**config.mk**
```make
export PLATFORM = sky130hd
export DESIGN_NAME = lsu
export DESIGN_NICKNAME = d
export VERILOG_FILES = /design/src/rtl/lsu.sv
export SDC_FILE = /design/constraint.sdc
export NUM_CORES = 1
export LEC_CHECK = 0
export BUFFER_PORTS_ARGS = -buffer_cell sky130_fd_sc_hd__buf_2
export CAP_MARGIN = 10
export CORE_MARGIN = 2
export CORE_UTILIZATION = 40
export CTS_CLUSTER_DIAMETER = 50
export DETAILED_ROUTE_END_ITERATION = 7
export GPL_ROUTABILITY_DRIVEN = 0
export GPL_TIMING_DRIVEN = 0
export PLACE_DENSITY = 0.71
export SYNTH_ARGS = -nofsm -noshare
export SYNTH_HDL_FRONTEND = slang
export SYNTH_SLANG_ARGS = --single-unit
```
**constraint.sdc**
```tcl
create_clock -name clk -period 1.85 [get_ports clk]
set_input_delay 0.185 -clock clk [delete_from_list [all_inputs] [get_ports clk]]
set_output_delay 0.185 -clock clk [all_outputs]
set_load 0.02 [all_outputs]
```
**src/rtl/lsu.sv**
```systemverilog
// Load/store unit: turns execute-stage results into register writebacks and
// single outstanding data-memory transactions with lane steering and extension.
module lsu (
  input  logic        clk,
  input  logic        reset,
  input  logic        valid_in,
  input  logic [2:0]  funct3,
  input  logic        mm_re,
  input  logic        mm_we,
  input  logic [31:0] mm_addr,
  input  logic [31:0] data,
  input  logic [31:0] store_data,
  input  logic [4:0]  rd_addr,
  output logic        stall,
  output logic        dmem_req,
  output logic        dmem_we,
  output logic [31:0] dmem_addr,
  output logic [3:0]  dmem_be,
  output logic [31:0] dmem_wdata,
  input  logic        dmem_ack,
  input  logic [31:0] dmem_rdata,
  output logic        wb_valid,
  output logic [4:0]  wb_rd_addr,
  output logic [31:0] wb_data,
  output logic        misaligned
);

  localparam int DATA_W = 32;

  typedef enum logic {IDLE, BUS} state_t;

  state_t state_p1, state_nxt;

  // Illegal size encodings fold into the misaligned path.
  function automatic logic access_ok(input logic [2:0] f3, input logic [1:0] off);
    case (f3)
      3'b000, 3'b100: access_ok = 1'b1;
      3'b001, 3'b101: access_ok = ~off[0];
      3'b010:         access_ok = (off == 2'b00);
      default:        access_ok = 1'b0;
    endcase
  endfunction

  function automatic logic [3:0] store_be(input logic [2:0] f3, input logic [1:0] off);
    case (f3[1:0])
      2'b00:   store_be = 4'b0001 << off;
      2'b01:   store_be = off[1] ? 4'b1100 : 4'b0011;
      default: store_be = 4'b1111;
    endcase
  endfunction

  function automatic logic [DATA_W-1:0] store_lanes(input logic [2:0] f3,
                                                    input logic [DATA_W-1:0] sd);
    case (f3[1:0])
      2'b00:   store_lanes = {4{sd[7:0]}};
      2'b01:   store_lanes = {2{sd[15:0]}};
      default: store_lanes = sd;
    endcase
  endfunction

  // Shift the addressed lane down; funct3[2] selects zero- over sign-extension.
  function automatic logic [DATA_W-1:0] load_extend(input logic [2:0] f3,
                                                    input logic [1:0] off,
                                                    input logic [DATA_W-1:0] rdata);
    logic signed [7:0]  lane_b;
    logic signed [15:0] lane_h;
    case (off)
      2'd0:    lane_b = rdata[7:0];
      2'd1:    lane_b = rdata[15:8];
      2'd2:    lane_b = rdata[23:16];
      default: lane_b = rdata[31:24];
    endcase
    lane_h = off[1] ? rdata[31:16] : rdata[15:0];
    case (f3[1:0])
      2'b00:   load_extend = f3[2] ? {24'b0, lane_b} : {{24{lane_b[7]}}, lane_b};
      2'b01:   load_extend = f3[2] ? {16'b0, lane_h} : {{16{lane_h[15]}}, lane_h};
      default: load_extend = rdata;
    endcase
  endfunction

  // ---- stage p0: decode of the presented op ----
  logic              accept_p0;
  logic              is_mem_p0;
  logic              ok_p0;
  logic              start_bus_p0;
  logic [3:0]        be_p0;
  logic [DATA_W-1:0] wdata_p0;

  assign accept_p0    = valid_in & ~stall;
  assign is_mem_p0    = mm_re | mm_we;
  assign ok_p0        = access_ok(funct3, mm_addr[1:0]);
  assign start_bus_p0 = accept_p0 & is_mem_p0 & ok_p0;
  assign be_p0        = mm_we ? store_be(funct3, mm_addr[1:0]) : 4'b1111;
  assign wdata_p0     = store_lanes(funct3, store_data);

  always_comb begin
    state_nxt = state_p1;
    case (state_p1)
      IDLE:    if (start_bus_p0) state_nxt = BUS;
      BUS:     if (dmem_ack)     state_nxt = IDLE;
      default: state_nxt = IDLE;
    endcase
  end

  // ---- stage p1: bus transaction and writeback registers ----
  logic              we_p1;
  logic [2:0]        funct3_p1;
  logic [1:0]        off_p1;
  logic [4:0]        rd_p1;
  logic              vld_p1;
  logic              mis_p1;
  logic              load_done_p1;

  assign load_done_p1 = (state_p1 == BUS) & dmem_ack & ~we_p1;

  always_ff @(posedge clk) begin
    if (reset) begin
      state_p1 <= IDLE;
      vld_p1   <= 1'b0;
      mis_p1   <= 1'b0;
      we_p1    <= 1'b0;
    end else begin
      state_p1 <= state_nxt;
      vld_p1   <= (accept_p0 & ~is_mem_p0) | load_done_p1;
      mis_p1   <= accept_p0 & is_mem_p0 & ~ok_p0;
      if (start_bus_p0) we_p1 <= mm_we;
    end
  end

  // Bus-facing and writeback values are architecturally visible, so they clear on reset.
  always_ff @(posedge clk) begin
    if (reset) begin
      dmem_addr  <= '0;
      dmem_be    <= '0;
      dmem_wdata <= '0;
      wb_data    <= '0;
      wb_rd_addr <= '0;
    end else begin
      if (start_bus_p0) begin
        dmem_addr  <= {mm_addr[31:2], 2'b00};
        dmem_be    <= be_p0;
        dmem_wdata <= wdata_p0;
      end
      if (accept_p0 & ~is_mem_p0) begin
        wb_data    <= data;
        wb_rd_addr <= rd_addr;
      end else if (load_done_p1) begin
        wb_data    <= load_extend(funct3_p1, off_p1, dmem_rdata);
        wb_rd_addr <= rd_p1;
      end
    end
  end

  always_ff @(posedge clk) begin
    if (start_bus_p0) begin
      funct3_p1 <= funct3;
      off_p1    <= mm_addr[1:0];
      rd_p1     <= rd_addr;
    end
  end

  assign stall      = (state_p1 == BUS);
  assign dmem_req   = (state_p1 == BUS);
  assign dmem_we    = (state_p1 == BUS) & we_p1;
  assign wb_valid   = vld_p1;
  assign misaligned = mis_p1;

endmodule

```
==> results.json, run 1 <==
{
  "drv_cap": 0,
  "row_count": 41,
  "dieHeight_um": 118,
  "outcome": "completed",
  "clk_latency_ns": 0.41,
  "finClkSkew_ns": 0.00688,
  "finalCritPeriodShare_pct": 96.6,
  "dr.pass1.iters": 6,
  "nets": 1048,
  "synth_seq_cells": 117,
  "grt_pass1_vias": 5520,
  "cts_buffer_depth": 2,
  "arrival_ns": 2.06,
  "period_minus_slack_ns": 1.79,
  "cts_sinks": 117,
  "dr_total_vias": 5739,
  "drt_iter0_drc": 306,
  "ys_seq_area_share_pct": 47.0,
  "worst_pin_slew_ns": 0.653,
  "hold_violations": 0,
  "io_pins": 252,
  "dieArea_um2": 13900,
  "endpoint_kind": "flip-flop",
  "required_ns": 2.12,
  "syn_avg_cell_area_um2": 8.58,
  "utilization_pct": 60.4,
  "ir_drop_v": 0.000509,
  "setup_viol": 0,
  "fp.dieW_um": 118,
  "antenna_found_initial": 0,
  "rsz0062_at_grt": "yes",
  "hold_path.class": "in2reg",
  "pre_cts_ws_ns": -0.289,
  "cp_max_fo": 10,
  "syn_inst": 605,
  "synth_area_um2": 5190,
  "cts_root_buf": "clkbuf_16",
  "area_growth_pct": 47.5,
  "synth_cell_types": 45,
  "coreArea_um2": 12700,
  "dp_hpwl_mm": 13.6,
  "critPathKind": "reg2reg",
  "p_per_area_nw_per_um2": 959,
  "grtUsageTotal_pct": 26.0,
  "grt_max_degree": 20,
  "drc": 0,
  "grt_pass1_wl_mm": 28.4,
  "slew_headroom_pct": 56.5,
  "grt_overflow": 0,
  "clkTransAtPathRegs_ns": 0.05,
  "layout-drive-gt1-share_pct": 37.2,
  "drv_slew": 0,
  "yosys_warnings": 0,
  "wl_per_cell_um": 16.8,
  "start_util_pct": 41.0,
  "io_buffers": 249,
  "diodes": 0,
  "h-tree-depth": 4,
  "leakagePower_nw": 3.45,
  "crit_path_start_kind": "flip-flop",
  "cts_buffers": 17,
  "wirelength_mm": 18.3,
  "viasPerCell": 5.26,
  "max_freq_ghz": 0.560,
  "cts_tree": "yes",
  "timing.final.ws_setup_ns": 0.0637,
  "ant_nets": 0
}
sequential cells by signal (all words and copies together) (netlist names):
register    flops
off_p1          2
dmem_wdata     32
wb_rd_addr      5
misaligned      1
wb_valid        1
dmem_addr      30
dmem_req        1
dmem_be         4
rd_p1           5
wb_data        32
funct3_p1       3
we_p1           1
cells in the mapped netlist, drive strengths merged:
cell type	number	area [um^2]
a2111oi	4	60.1
a211oi	20	150
a21o	2	15.0
a21oi	57	289
a221oi	8	70.1
a22o	7	61.3
a22oi	7	52.6
a311o	1	10.0
a311oi	16	140
a31o	1	8.76
a31oi	2	12.5
and2	2	15.0
buf	25	154
clkbuf	31	116
conb	1	3.75
dfxtp	107	2140
edfxtp	10	300
inv	6	22.5
mux2	1	11.3
mux2i	22	220
mux4	1	22.5
nand2	141	532
nand2b	7	43.8
nand3b	1	7.51
nor2	41	154
nor2b	7	43.8
nor3	10	50.1
nor4	2	18.8
nor4b	1	23.8
o211a	1	17.5
o21ai	28	140
o221a	6	67.6
o221ai	2	23.8
o22ai	20	125
o32ai	6	52.6
or4b	1	13.8
path summary, 6_finish.rpt:
check,start,end,slack (ns),depth (start not counted)
setup reg to reg,dmem_req$_SDFF_PP0_,wb_data[4]$_SDFFE_PP0P_,0.06,5
hold reg to reg,dmem_addr[10]$_SDFFE_PP0P_,dmem_addr[10]$_SDFFE_PP0P_,0.45,2
hold / removal,mm_addr[3],dmem_addr[3]$_SDFFE_PP0P_,0.02,3
setup / recovery,dmem_req$_SDFF_PP0_,wb_data[4]$_SDFFE_PP0P_,0.06,5
through the flow:
stage / cells / hold slack, ns / power [mW] / setup TNS (ns) / area (um^2)
global route: 1091 / 0.0142 / 7.64 / -0.0271 / 7660
detailed placement: 1027 / 0.383 / 3.92 / -5.10 / 6660
finish: 1091 / 0.0173 / 7.34 / 0 / 7660
global placement: 1027 / 0.378 / 3.91 / -4.80 / 6660
CTS: 1087 / 0.000421 / 7.38 / 0 / 7570
floorplan: 606 / 0.284 / 3.45 / 0 / 5190
placed cells by master, fill, tap and decap left out, drive strengths merged, types with 3 or more instances in the layout:
| cell type | n |
|---|---|
| a311oi | 16 |
| a22oi | 7 |
| clkbuf | 49 |
| bufinv | 3 |
| nor2 | 41 |
| inv | 9 |
| a21oi | 57 |
| o32ai | 6 |
| dlygate4sd3 | 28 |
| mux2i | 22 |
| buf | 279 |
| a211oi | 20 |
| clkinv | 6 |
| a2111oi | 4 |
| nor2b | 7 |
| nand2b | 7 |
| dfxtp | 107 |
| nor3 | 10 |
| o22ai | 20 |
| o21ai | 28 |
| edfxtp | 10 |
| nand2 | 141 |
| o221a | 6 |
| a22o | 7 |
| a221oi | 8 |
worst max-delay path, cell delays in order (launching register included):
cell and delay (ns):
dfxtp_2 0.37, or4b_4 0.54, buf_6 0.16, clkbuf_1 0.23, o21ai_0 0.25, o32ai_1 0.10
metal layers:
| metal | vias to the layer above | part of all wire (%) | GRT usage (%) |
|---|---|---|---|
| li1 | 2774 | - | - |
| met1 | 2647 | 41 | 30.0 |
| met2 | 276 | 48 | 43.6 |
| met3 | 42 | 8.2 | 8.24 |
| met4 | 0 | 3.1 | 12.6 |
| met5 | - | 0 | 0 |
cells by family after synthesis:
group                  synth area share [%]
AO/OA/AOI/OAI                          25.0
AND/OR/NAND/NOR                        17.4
multiplexers                           4.89
flip-flops                             47.0
other                                0.0722
buffers and inverters                  5.64
cell type report:
class	count	area (um^2)
Buffer	56	294
Fill cell	1169	5010
Clock inverter	13	150
Clock buffer	19	464
Tap cell	172	215
Timing Repair Buffer	281	1560
Sequential cell	117	2440
Inverter	6	22.5
Multi-Input combinational cell	427	2510
where the power goes:
part	total, mW	internal (mW)	switching [mW]	leakage (nW)
clock network	3.40	2.22	1.18	0.309
logic	1.17	0.478	0.697	2.18
registers	2.77	2.70	0.0708	0.966
timing repair:
action,4_1_cts,5_1_grt
gates resized for setup,6,22
hold endpoints to repair,28,0
hold buffers,28,0
pin swaps,1,3
setup buffers,0,4
setup endpoints to repair,35,57
Note: power is estimated with default switching activity, not from simulation.
==> run 2, diff against run 1 <==
- clock period: 1.85 -> 2.05 ns (I/O delays scaled with it)
==> run 2 against run 1 <==
  * Combinational power fell by 14%
  * Die area did not move
  * Hold slack improved by 0.010 ns
  * Largest power group unchanged
  * Power fell by 10%
  * Utilization fell by 2.5 points
  * Setup slack improved by 0.025 ns
==> results.json, run 2 (synthesis gave the netlist of run 1 again) <==
{
  "fp.dieW_um": 118,
  "hold_end": "dmem_addr[23]$_SDFFE_PP0P_",
  "path_cells": "buf_2, inv_1, buf_2, a22o_1, a221oi_1, nor3_1",
  "cp_top_family": "buffers and inverters",
  "grt_overflow": 0,
  "grt_max_degree": 20,
  "row_count": 41,
  "cp_max_fo": 10,
  "grtUsageTotal_pct": 25.3,
  "pre_cts_ws_ns": -0.109,
  "wirelength_mm": 17.9,
  "dr_total_vias": 5639,
  "clkTransAtPathRegs_ns": 0.06,
  "dpl_cell_area_um2": 6660,
  "drc": 0,
  "wl_per_cell_um": 16.8,
  "clk_latency_ns": 0.41,
  "min_delay_path_depth": 3,
  "grt_pass1_wl_mm": 27.7,
  "viasPerCell": 5.29,
  "cts_root_buf": "clkbuf_16",
  "crit_buf_inv": 3,
  "cp_slowest_stage_delay_ns": 0.43,
  "dieArea_um2": 13900,
  "p_per_area_nw_per_um2": 895,
  "drv_cap": 0,
  "ant_nets": 0,
  "period_minus_slack_ns": 1.96,
  "diodes": 0,
  "cpMostUsedCell": "buf_2",
  "worstReg2RegEnd": "wb_data[8]$_SDFFE_PP0P_",
  "area_growth_pct": 41.5,
  "cts_setup_buffers": 0,
  "drt_iter0_drc": 321,
  "cts_buffer_depth": 2,
  "nets": 1023,
  "coreArea_um2": 12700,
  "io_pins": 252,
  "cts_buffers": 17,
  "grt_pass1_vias": 5360,
  "outcome": "completed",
  "required_ns": 2.33,
  "cts_tree": "yes",
  "dr.pass1.iters": 5,
  "ir_drop_v": 0.000448,
  "worstRegToRegCells": 6,
  "drv_slew": 0,
  "leakagePower_nw": 3.31,
  "hold_path.class": "in2reg",
  "crit_slowest_cell": "edfxtp_1",
  "max_freq_ghz": 0.510,
  "worst_pin_slew_ns": 0.675,
  "design_area_um2": 7340,
  "layout-drive-gt1-share_pct": 36.6,
  "start_util_pct": 41.0,
  "cts_sinks": 117,
  "dp_hpwl_mm": 13.6,
  "finClkSkew_ns": 0.00533,
  "timing.final.ws_setup_ns": 0.0889,
  "critPathKind": "reg2reg",
  "reg_top3": "dmem_wdata x32, wb_data x32, dmem_addr x30",
  "finalCritPeriodShare_pct": 95.7,
  "io_buffers": 249,
  "setup_viol": 0,
  "rsz0062_at_grt": "no",
  "r2r_start": "off_p1[1]$_DFFE_PP_",
  "antenna_found_initial": 0,
  "h-tree-depth": 4,
  "hold_violations": 0,
  "holdCritStartpoint": "mm_addr[23]",
  "p_total_mw": 6.57,
  "tns_ns": 0,
  "endpoint_kind": "flip-flop",
  "layout_commonest_cell": "buf_2",
  "arrival_ns": 2.24,
  "final_cell_mix": "263 x buf_2, 140 x nand2_1, 107 x dfxtp_1",
  "dieHeight_um": 118,
  "r2r_slack_ns": 0.09,
  "crit_path_start_kind": "flip-flop",
  "slew_headroom_pct": 55.0
}
==> run 2: layer usage <==
layer,part of all wire (%),track usage (%)
met5,0,0
met4,2.8,11.3
met3,8.4,7.90
met2,48,42.3
met1,41,29.9
==> run 2: worst max-delay path by stage <==
| stage | start | endpoint | slack, ns | cells after the start |
|---|---|---|---|---|
| 6_report | off_p1[1]$_DFFE_PP_ | wb_data[8]$_SDFFE_PP0P_ | 0.09 | 6 |
| 5_1_grt | off_p1[1]$_DFFE_PP_ | wb_data[8]$_SDFFE_PP0P_ | 0.03 | 6 |
| 4_1_cts | funct3_p1[1]$_DFFE_PP_ | wb_data[7]$_SDFFE_PP0P_ | 0.05 | 7 |
| 3_5_place_dp | funct3[1] | rd_p1[3]$_DFFE_PP_ | -0.11 | 7 |
| 3_3_place_gp | funct3[1] | rd_p1[3]$_DFFE_PP_ | -0.09 | 7 |
| 2_1_floorplan | dmem_req$_SDFF_PP0_ | wb_data[7]$_SDFFE_PP0P_ | 0.35 | 5 |
==> run 2: repair_timing <==
item	CTS	global route
endpoints found under the hold margin	7	0
gates resized for setup	0	3
setup endpoints to repair	0	13
hold buffers	7	0
==> run 2: through the flow <==
stage / utilization, % / instances / hold WS (ns)
2_1_floorplan: - / 606 / 0.304
3_3_place_gp: 52.5 / 1027 / 0.398
3_5_place_dp: 52.5 / 1027 / 0.403
4_1_cts: 57.9 / 1066 / 0.00668
5_1_grt: 58.0 / 1066 / 0.0138
6_report: 58.0 / 1066 / 0.0272
==> run 2: worst reg2reg max path, stage by stage (launching register included) <==
cell	delay (ns)
edfxtp_1	0.43
buf_2	0.30
inv_1	0.14
buf_2	0.21
a22o_1	0.22
a221oi_1	0.43
nor3_1	0.10
==> run 2: area by class of cell <==
type | count | area, um^2
repair buffers | 256 | 1320
plain buffers | 56 | 274
clock inverters | 13 | 150
multi-input cells | 427 | 2460
clock buffers | 19 | 464
fillers | 1219 | 5330
flip-flops and latches | 117 | 2440
well taps | 172 | 215
inverters | 6 | 22.5
==> run 2: report_power, final <==
group | switching, mW | internal [mW] | total, mW
combinational | 0.613 | 0.395 | 1.01
clock | 1.06 | 2.00 | 3.07
sequential | 0.0629 | 2.44 | 2.50
